==> src/rtl/instr_encoder_if.sv <==
// Request and IMEM write-port bundle for the instruction encoder.
// The loader drives the master side and the encoder is the slave.
interface instr_encoder_if #(
    parameter int ADDR_W = 10
);
    logic              start;
    logic [ADDR_W-1:0] base_addr;
    logic              in_valid;
    logic              in_ready;
    logic [3:0]        in_fmt;
    logic [4:0]        in_rd;
    logic [4:0]        in_rs1;
    logic [4:0]        in_rs2;
    logic [2:0]        in_func3;
    logic              in_func7;
    logic [31:0]       in_imm;
    logic              in_last;
    logic              mem_we;
    logic [ADDR_W-1:0] mem_addr;
    logic [31:0]       mem_wdata;
    logic              err;
    logic [7:0]        err_cnt;
    logic              done;
    logic              overflow;

    modport master (
        output start, base_addr, in_valid, in_fmt, in_rd, in_rs1, in_rs2,
               in_func3, in_func7, in_imm, in_last,
        input  in_ready, mem_we, mem_addr, mem_wdata, err, err_cnt, done, overflow
    );

    modport slave (
        input  start, base_addr, in_valid, in_fmt, in_rd, in_rs1, in_rs2,
               in_func3, in_func7, in_imm, in_last,
        output in_ready, mem_we, mem_addr, mem_wdata, err, err_cnt, done, overflow
    );
endinterface

==> src/rtl/instr_encoder.sv <==
// Packs field-level requests into RV32I words and writes them sequentially
// into IMEM; requests with unencodable immediates are rejected and counted.
module instr_encoder #(
    parameter int ADDR_W = 10,
    parameter int DEPTH  = 1024
) (
    input logic           clk,
    input logic           rst,
    instr_encoder_if.slave bus
);
    localparam int CNT_W = $clog2(DEPTH + 1);

    localparam logic [3:0] FMT_R     = 4'd0;
    localparam logic [3:0] FMT_I     = 4'd1;
    localparam logic [3:0] FMT_L     = 4'd2;
    localparam logic [3:0] FMT_S     = 4'd3;
    localparam logic [3:0] FMT_B     = 4'd4;
    localparam logic [3:0] FMT_JAL   = 4'd5;
    localparam logic [3:0] FMT_JALR  = 4'd6;
    localparam logic [3:0] FMT_LUI   = 4'd7;
    localparam logic [3:0] FMT_AUIPC = 4'd8;

    localparam logic [6:0] OP_R     = 7'b0110011;
    localparam logic [6:0] OP_I     = 7'b0010011;
    localparam logic [6:0] OP_L     = 7'b0000011;
    localparam logic [6:0] OP_S     = 7'b0100011;
    localparam logic [6:0] OP_B     = 7'b1100011;
    localparam logic [6:0] OP_JAL   = 7'b1101111;
    localparam logic [6:0] OP_JALR  = 7'b1100111;
    localparam logic [6:0] OP_LUI   = 7'b0110111;
    localparam logic [6:0] OP_AUIPC = 7'b0010111;

    typedef enum logic [1:0] {IDLE, RUN, DONE} state_t;

    state_t            state;
    logic [ADDR_W-1:0] base;
    logic [CNT_W-1:0]  count;
    logic [31:0]       word;
    logic              bad;
    logic              accept;

    logic [31:0] imm;
    logic [4:0]  rd, rs1, rs2;
    logic [2:0]  f3;
    logic        sext12, sext13, sext21, is_shift;

    assign imm      = bus.in_imm;
    assign rd       = bus.in_rd;
    assign rs1      = bus.in_rs1;
    assign rs2      = bus.in_rs2;
    assign f3       = bus.in_func3;
    assign sext12   = (imm[31:11] == {21{imm[11]}});
    assign sext13   = (imm[31:12] == {20{imm[12]}});
    assign sext21   = (imm[31:20] == {12{imm[20]}});
    assign is_shift = (f3 == 3'b001) || (f3 == 3'b101);

    assign bus.in_ready = (state == RUN) && (count < CNT_W'(DEPTH));
    assign accept       = bus.in_valid && bus.in_ready;

    // NOTE: every variable assigned here gets a default first so no latch is inferred.
    always_comb begin
        word = '0;
        bad  = 1'b0;
        case (bus.in_fmt)
            FMT_R:     word = {1'b0, bus.in_func7, 5'b0, rs2, rs1, f3, rd, OP_R};
            FMT_I: begin
                if (is_shift) begin
                    bad  = |imm[31:5];
                    word = {1'b0, bus.in_func7, 5'b0, imm[4:0], rs1, f3, rd, OP_I};
                end else begin
                    bad  = !sext12;
                    word = {imm[11:0], rs1, f3, rd, OP_I};
                end
            end
            FMT_L: begin
                bad  = !sext12;
                word = {imm[11:0], rs1, f3, rd, OP_L};
            end
            FMT_JALR: begin
                bad  = !sext12;
                word = {imm[11:0], rs1, f3, rd, OP_JALR};
            end
            FMT_S: begin
                bad  = !sext12;
                word = {imm[11:5], rs2, rs1, f3, imm[4:0], OP_S};
            end
            FMT_B: begin
                bad  = !sext13 || imm[0];
                word = {imm[12], imm[10:5], rs2, rs1, f3, imm[4:1], imm[11], OP_B};
            end
            FMT_JAL: begin
                bad  = !sext21 || imm[0];
                word = {imm[20], imm[10:1], imm[11], imm[19:12], rd, OP_JAL};
            end
            FMT_LUI: begin
                bad  = |imm[11:0];
                word = {imm[31:12], rd, OP_LUI};
            end
            FMT_AUIPC: begin
                bad  = |imm[11:0];
                word = {imm[31:12], rd, OP_AUIPC};
            end
            default:   bad = 1'b1;
        endcase
    end

    // NOTE: sequential state uses non-blocking assignments so every register
    // samples pre-edge values; reset is asynchronous so mem_we drops at once.
    always_ff @(posedge clk or posedge rst) begin
        if (rst) begin
            state         <= IDLE;
            base          <= '0;
            count         <= '0;
            bus.mem_we    <= 1'b0;
            bus.mem_addr  <= '0;
            bus.mem_wdata <= '0;
            bus.err       <= 1'b0;
            bus.err_cnt   <= '0;
            bus.done      <= 1'b0;
            bus.overflow  <= 1'b0;
        end else begin
            bus.mem_we <= 1'b0;
            bus.err    <= 1'b0;
            // start wins over a same-cycle request so a restart is always clean
            if (bus.start) begin
                state        <= RUN;
                base         <= bus.base_addr;
                count        <= '0;
                bus.done     <= 1'b0;
                bus.overflow <= 1'b0;
            end else if (accept) begin
                if (bad) begin
                    bus.err <= 1'b1;
                    if (bus.err_cnt != 8'hFF) bus.err_cnt <= bus.err_cnt + 8'd1;
                    if (bus.in_last) begin
                        state    <= DONE;
                        bus.done <= 1'b1;
                    end
                end else begin
                    bus.mem_we    <= 1'b1;
                    bus.mem_addr  <= base + ADDR_W'(count);
                    bus.mem_wdata <= word;
                    count         <= count + CNT_W'(1);
                    if (bus.in_last) begin
                        state    <= DONE;
                        bus.done <= 1'b1;
                    end else if (count == CNT_W'(DEPTH - 1)) begin
                        state        <= DONE;
                        bus.done     <= 1'b1;
                        bus.overflow <= 1'b1;
                    end
                end
            end
        end
    end
endmodule
==> src/flat_wrapper.sv <==
// flat-port wrapper written by rule: the top's interface ports become plain ports
module instr_encoder_flat 
#(
    parameter int ADDR_W = 10,
    parameter int DEPTH  = 1024
)
  (clk, rst, bus_start, bus_base_addr, bus_in_valid, bus_in_fmt, bus_in_rd, bus_in_rs1, bus_in_rs2, bus_in_func3, bus_in_func7, bus_in_imm, bus_in_last, bus_in_ready, bus_mem_we, bus_mem_addr, bus_mem_wdata, bus_err, bus_err_cnt, bus_done, bus_overflow);
  instr_encoder_if #(.ADDR_W(ADDR_W)) bus_i ();
  input logic clk;
  input logic rst;
  input wire logic [$bits(bus_i.start)-1:0] bus_start;
  input wire logic [$bits(bus_i.base_addr)-1:0] bus_base_addr;
  input wire logic [$bits(bus_i.in_valid)-1:0] bus_in_valid;
  input wire logic [$bits(bus_i.in_fmt)-1:0] bus_in_fmt;
  input wire logic [$bits(bus_i.in_rd)-1:0] bus_in_rd;
  input wire logic [$bits(bus_i.in_rs1)-1:0] bus_in_rs1;
  input wire logic [$bits(bus_i.in_rs2)-1:0] bus_in_rs2;
  input wire logic [$bits(bus_i.in_func3)-1:0] bus_in_func3;
  input wire logic [$bits(bus_i.in_func7)-1:0] bus_in_func7;
  input wire logic [$bits(bus_i.in_imm)-1:0] bus_in_imm;
  input wire logic [$bits(bus_i.in_last)-1:0] bus_in_last;
  output wire logic [$bits(bus_i.in_ready)-1:0] bus_in_ready;
  output wire logic [$bits(bus_i.mem_we)-1:0] bus_mem_we;
  output wire logic [$bits(bus_i.mem_addr)-1:0] bus_mem_addr;
  output wire logic [$bits(bus_i.mem_wdata)-1:0] bus_mem_wdata;
  output wire logic [$bits(bus_i.err)-1:0] bus_err;
  output wire logic [$bits(bus_i.err_cnt)-1:0] bus_err_cnt;
  output wire logic [$bits(bus_i.done)-1:0] bus_done;
  output wire logic [$bits(bus_i.overflow)-1:0] bus_overflow;
  assign bus_i.start = bus_start;
  assign bus_i.base_addr = bus_base_addr;
  assign bus_i.in_valid = bus_in_valid;
  assign bus_i.in_fmt = bus_in_fmt;
  assign bus_i.in_rd = bus_in_rd;
  assign bus_i.in_rs1 = bus_in_rs1;
  assign bus_i.in_rs2 = bus_in_rs2;
  assign bus_i.in_func3 = bus_in_func3;
  assign bus_i.in_func7 = bus_in_func7;
  assign bus_i.in_imm = bus_in_imm;
  assign bus_i.in_last = bus_in_last;
  assign bus_in_ready = bus_i.in_ready;
  assign bus_mem_we = bus_i.mem_we;
  assign bus_mem_addr = bus_i.mem_addr;
  assign bus_mem_wdata = bus_i.mem_wdata;
  assign bus_err = bus_i.err;
  assign bus_err_cnt = bus_i.err_cnt;
  assign bus_done = bus_i.done;
  assign bus_overflow = bus_i.overflow;
  instr_encoder #(.ADDR_W(ADDR_W), .DEPTH(DEPTH)) u_core (.clk(clk), .rst(rst), .bus(bus_i));
endmodule
==> config.mk <==
export PLATFORM = sky130hd
export DESIGN_NAME = instr_encoder_flat
export DESIGN_NICKNAME = d
export VERILOG_FILES = /design/src/rtl/instr_encoder_if.sv /design/src/rtl/instr_encoder.sv /design/src/flat_wrapper.sv
export SDC_FILE = /design/constraint.sdc
export NUM_CORES = 1
export LEC_CHECK = 0
export CORE_AREA = 2 2 88 90
export DETAILED_ROUTE_END_ITERATION = 8
export DIE_AREA = 0 0 90 92
export DONT_BUFFER_PORTS = 1
export GPL_ROUTABILITY_DRIVEN = 0
export HOLD_SLACK_MARGIN = 0.05
export PLACE_DENSITY = 0.8
export SETUP_SLACK_MARGIN = 0.15
export SYNTH_ARGS = -nofsm -noshare
export SYNTH_HDL_FRONTEND = slang
export SYNTH_SLANG_ARGS = --single-unit
==> constraint.sdc <==
create_clock -name clk -period 2.7 [get_ports clk]
set_input_delay 0.405 -clock clk [delete_from_list [all_inputs] [get_ports clk]]
set_output_delay 0.405 -clock clk [all_outputs]
set_load 0.02 [all_outputs]
After elaboration in Yosys (flattened, before gate mapping)
Cells that the tools add are included. W data, S select, Z words.

Register bits: 77. Input bits: 70.

Add/subtract/negate cells: 3. Eq/ne operators: 19. $lt $le $gt $ge: 1. Multiplexer cells: 29. Reductions and logical operators: 21. Bitwise operators: 2.

Operators by type and width (number): $pmux W32 S9 (1); $mux W11 (3); $mux W32 (1); $reduce_or A27 Y1 (1); $eq A20 B20 Y1 (1); $eq A19 B19 Y1 (1); $mux W1 (17); $eq A4 B3 Y1 const B (4); $mux W2 (6); $reduce_or A12 Y1 (1); $add A11 B1 Y11 const B (1); $eq A11 B10 Y1 const B (1); $eq A11 B11 Y1 (1); $lt A11 B11 Y1 const B (1); $add A10 B10 Y10 (1); $add A8 B1 Y8 const B (1); $eq A4 B2 Y1 const B (2); $ne A8 B8 Y1 const B (1); $reduce_and A4 Y1 (2); $pmux W1 S6 (1); $reduce_and A3 Y1 (2); $eq A4 B1 Y1 const B (1); $eq A4 B4 Y1 const B (1); $logic_not A4 Y1 (1); 14 further kinds (22).

Longest topological paths before layout
Depth in word-level cells: 7. Depth in mapped cells: 10.

Least setup slack after synthesis
Ideal clock, no wire load.

Path kind: input -> register. Start: input port bus_in_imm[19]. End: register u_core.bus.mem_addr[9]. Stages on the path: 8. Buffers on the path: 1. Path slack: -108 ps. Data required time: 2575 ps. Arrival: 2683 ps. Cell sequence: or4_2 -> nor4_2 -> a31oi_1 -> nor4_4 -> nand3_4 -> nor2_4 -> buf_6 -> mux2_2.

Word-level cells in the longest chain between the ends: 6. Elaborated cells on any way between the ends: 10. Classes of those cells: eq/ne: 2; mux: 2; bitwise: 1; reduce/logical: 5.

Ends and longest elaborated chain: start, declared (line flat_wrapper.sv:20) `input wire logic [$bits(bus_i.in_imm)-1:0] bus_in_imm;`; $eq A20 B20 Y1 / $eq A19 B19 Y1 (equally long branches) (line instr_encoder.sv:52, instr_encoder.sv:53); $logic_not A1 Y1, on equally long branches; $mux W1 / $logic_or A1 B1 Y1 (equally long branches) (line instr_encoder.sv:67, instr_encoder.sv:88); $pmux W1 S6 * (line instr_encoder.sv:64) `case (bus.in_fmt)`; $not A1 Y1 (no source line) *; $reduce_and A3 Y1 (no source line) *; end signal, assigned (line instr_encoder.sv:141) `bus.mem_addr <= base + ADDR_W'(count);`; end, declared (line instr_encoder_if.sv:35) `output in_ready, mem_we, mem_addr, mem_wdata, err, err_cnt, done, overflow`.

Every way passes the cells marked *; elsewhere a longest branch is shown, timed or not. A chain may end at the register's enable or synchronous reset.

Final worst setup path
Start: register u_core.count[0]. End: register u_core.bus.mem_addr[8].

Word-level cells in the longest chain between the ends: 4. Elaborated cells on any way between the ends: 5. Classes of those cells: add/sub: 1; order compare: 1; reduce/logical: 3.

Ends and longest elaborated chain: start, declared (line instr_encoder.sv:37) `logic [CNT_W-1:0] count;`; start signal, assigned (line instr_encoder.sv:143) `count <= count + CNT_W'(1);`; $lt A11 B11 Y1 (line instr_encoder.sv:57) `assign bus.in_ready = (state == RUN) && (count < CNT_W'(DEPTH));`; $logic_and A1 B1 Y1 (line instr_encoder.sv:57); $logic_and A1 B1 Y1 (line instr_encoder.sv:58) `assign accept = bus.in_valid && bus.in_ready;`; $reduce_and A3 Y1 (no source line).

Several ways; a longest one is shown, not always the timed one.

==> flow_summary.json <==
{
  "core_area_mm2": 0.00745,
  "final_core_util_pct": 64.5,
  "path_delay_family": "compound AO/OA/AOI/OAI gates",
  "mostFrequentLayoutCells": "dfrtp_1 (75), mux2_2 (42), nor2_1 (25)",
  "yosys.area.top_type": "dfrtp_1",
  "fin_worst_skew_ns": 0.00568,
  "power.total_mw": 3.37,
  "die_w_um": 90,
  "end_kind": "flop",
  "crit_buf_inv": 1,
  "dp_hpwl_um": 7930,
  "synth-seq-cells": 75,
  "startpoint_type": "flop",
  "cts_tree": "done",
  "final_common_cell": "dfrtp_1",
  "wl_per_cell_um": 20.1,
  "cts_buffers": 9,
  "leakagePower_nw": 2.05,
  "crit_path_max_fanout": 5,
  "wl_um": 10500,
  "path_clk_slew_ns": 0.08,
  "synthToLayoutAreaGrowth_pct": 10.7,
  "post-route-period-util_pct": 88.9,
  "insertion_delay_ns": 0.35,
  "maxCapViolations": 0,
  "hold_viol_final": 0,
  "fin_nets": 501,
  "avgSynthCellArea_um2": 10.7,
  "syn_nets": 488,
  "drtPass1Iterations": 4,
  "finalMaxSlewViolations": 0,
  "slowest_stage": "fa_1",
  "tns_ns": 0,
  "ys_seq_area_share_pct": 43.3,
  "cts_root_buffer": "clkbuf_8",
  "required_ns": 2.93,
  "period_needed_ns": 2.40,
  "yosysWarnings": 0,
  "place_area_mm2": 0.00455,
  "cts.sinks": 75,
  "pre_cts_ws_ns": -0.0501,
  "rsz0062_at_grt": "false",
  "final_layout_size_suffix_gt1_share_pct": 22.7,
  "setup_viol": 0,
  "design.portCount": 125,
  "synth_cell_types": 60,
  "slowest_delay_ns": 0.47,
  "fp-row-count": 32,
  "grt_usage_pct": 25.9,
  "dp_cells": 508,
  "drc": 0,
  "grt_pass1_vias": 3333,
  "vias_per_cell": 6.38,
  "slew_headroom_pct": 50.3,
  "grt_max_degree": 45,
  "htree_levels": 3,
  "num_vias": 3350,
  "fin_area_mm2": 0.00480,
  "antenna_found_initial": 0,
  "cp.arrival_ns": 2.63,
  "fin_ws_ns": 0.301,
  "whs_ns": 0.0308,
  "drt_iter0_markers": 282,
  "synth-edff-count": 0,
  "nFillCells": 602,
  "irDropWorstVdd_v": 0.000506,
  "crit_type": "reg2reg",
  "synth_area_mm2": 0.00434,
  "final_antenna_net_count": 0,
  "status": "complete, no violations",
  "ctsHoldBuffers": 0,
  "worstMarginPinSlew_ns": 0.745,
  "async_flop_share_pct": 100,
  "dieHeight_um": 92,
  "seq_area_mm2": 0.00188,
  "synth_area_leaders": "dfrtp_1 (43%), mux2_2 (11%), ha_1 (3.5%)",
  "post_layout_nonfiller_instances": 525,
  "die_area_mm2": 0.00828,
  "multiInputGateArea_mm2": 0.00233,
  "grt_pass1_wl_um": 17100,
  "start_util_pct": 58.3,
  "fmax_mhz": 417,
  "synth_top_flop_cell": "dfrtp_1",
  "power_density_mw_per_mm2": 702,
  "overflow": 0,
  "num_antenna_cells": 0,
  "cp_cell_sequence": "ha_1 > inv_1 > fa_1 > o21bai_1 > a21oi_1 > a2bb2oi_1 > a21boi_0 > xor2_1 > mux2_1",
  "netlist.area_leader.share_pct": 43.3,
  "synthCells": 405,
  "portBuffers": 0,
  "clockBufferDepth": 2,
  "min_path_type": "in2async"
}
cell type report:
cell class              count  share of cell area (%)
well taps                 102                    2.66
clock buffers              12                    3.02
flip-flops and latches     75                    39.1
multi-input cells         298                    48.5
inverters                  15                    1.20
repair buffers             19                    3.49
clock inverters             4                    2.03
synthesized netlist by cell type (all sizes together) (2+ instances only):
cell	number
a211oi	3
a32oi	5
or4	8
nor2	26
dfrtp	75
o31ai	4
clkbuf	11
a221oi	3
nor4	5
buf	6
a31oi	3
o21bai	2
o21ai	9
o32ai	3
xnor2	13
a22o	17
a221o	2
nor3b	2
nor2b	7
mux2	51
mux2i	4
nand2b	4
ha	12
nand3	8
o21a	2
a21boi	4
a21oi	18
or2	5
nor3	12
and3	4
nand4	14
inv	14
a2111oi	2
and4	2
or3	4
nand2	17
o22ai	7
xor2	5
and2	4
power by group:
part           total, mW  internal (mW)  switching, mW
sequential          1.82           1.35          0.469
clock               1.06          0.641          0.420
combinational      0.490          0.268          0.222
total               3.37           2.26           1.11
sequential cells by signal (all words and copies together), names as in the netlist:
register / cells
u_core.bus.done: 1
u_core.bus.mem_we: 1
u_core.bus.err: 1
u_core.base: 10
u_core.bus.mem_wdata: 31
u_core.bus.err_cnt: 8
u_core.bus.mem_addr: 10
u_core.count: 11
u_core.state: 1
u_core.bus.overflow: 1
cells by family (layout without fill, tap and decap cells):
| family | count (synthesis) | count (layout) | share of synthesized area [%] |
|---|---|---|---|
| flops | 75 | 75 | 43.3 |
| simple gates | 124 | 124 | 16.7 |
| fa+ha+maj | 13 | 13 | 3.92 |
| compound gates | 88 | 88 | 14.6 |
| xor+xnor | 18 | 18 | 3.63 |
| mux | 55 | 55 | 14.2 |
| buf+inv | 32 | 50 | 3.72 |
worst register-to-register path: stages, from the launching register on:
cell and delay [ns]:
dfrtp_1 0.45, ha_1 0.20, inv_1 0.07, fa_1 0.47
o21bai_1 0.15, a21oi_1 0.12, a2bb2oi_1 0.16, a21boi_0 0.25
xor2_1 0.10, mux2_1 0.31
final timing paths:
check	from	end	slack (ns)	cells past startpoint
setup / recovery	u_core.count[0]	u_core.bus.mem_addr[8]	0.30	9
hold / removal	rst	u_core.bus.mem_wdata[17]	0.03	1
setup reg to reg	u_core.count[0]	u_core.bus.mem_addr[8]	0.30	9
hold reg to reg	u_core.base[0]	u_core.base[0]	0.52	1
max in group asynchronous	rst	u_core.bus.mem_wdata[7]	1.96	2
min in group clk	bus_start	u_core.count[1]	0.12	1
repair_timing:
action,4_1_cts,5_1_grt
endpoints found under the setup margin,0,9
setup buffers,0,1
resized for setup,0,3
routing by layer:
| metal | global-route usage (%) | vias up | share of wire (%) |
|---|---|---|---|
| met3 | 8.13 | 26 | 8.0 |
| met5 | 0 | - | 0 |
| met4 | 12.2 | 0 | 2.5 |
| met1 | 33.5 | 1647 | 42 |
| li1 | - | 1545 | - |
| met2 | 39.9 | 132 | 47 |
(Power assumes the default switching activity.)
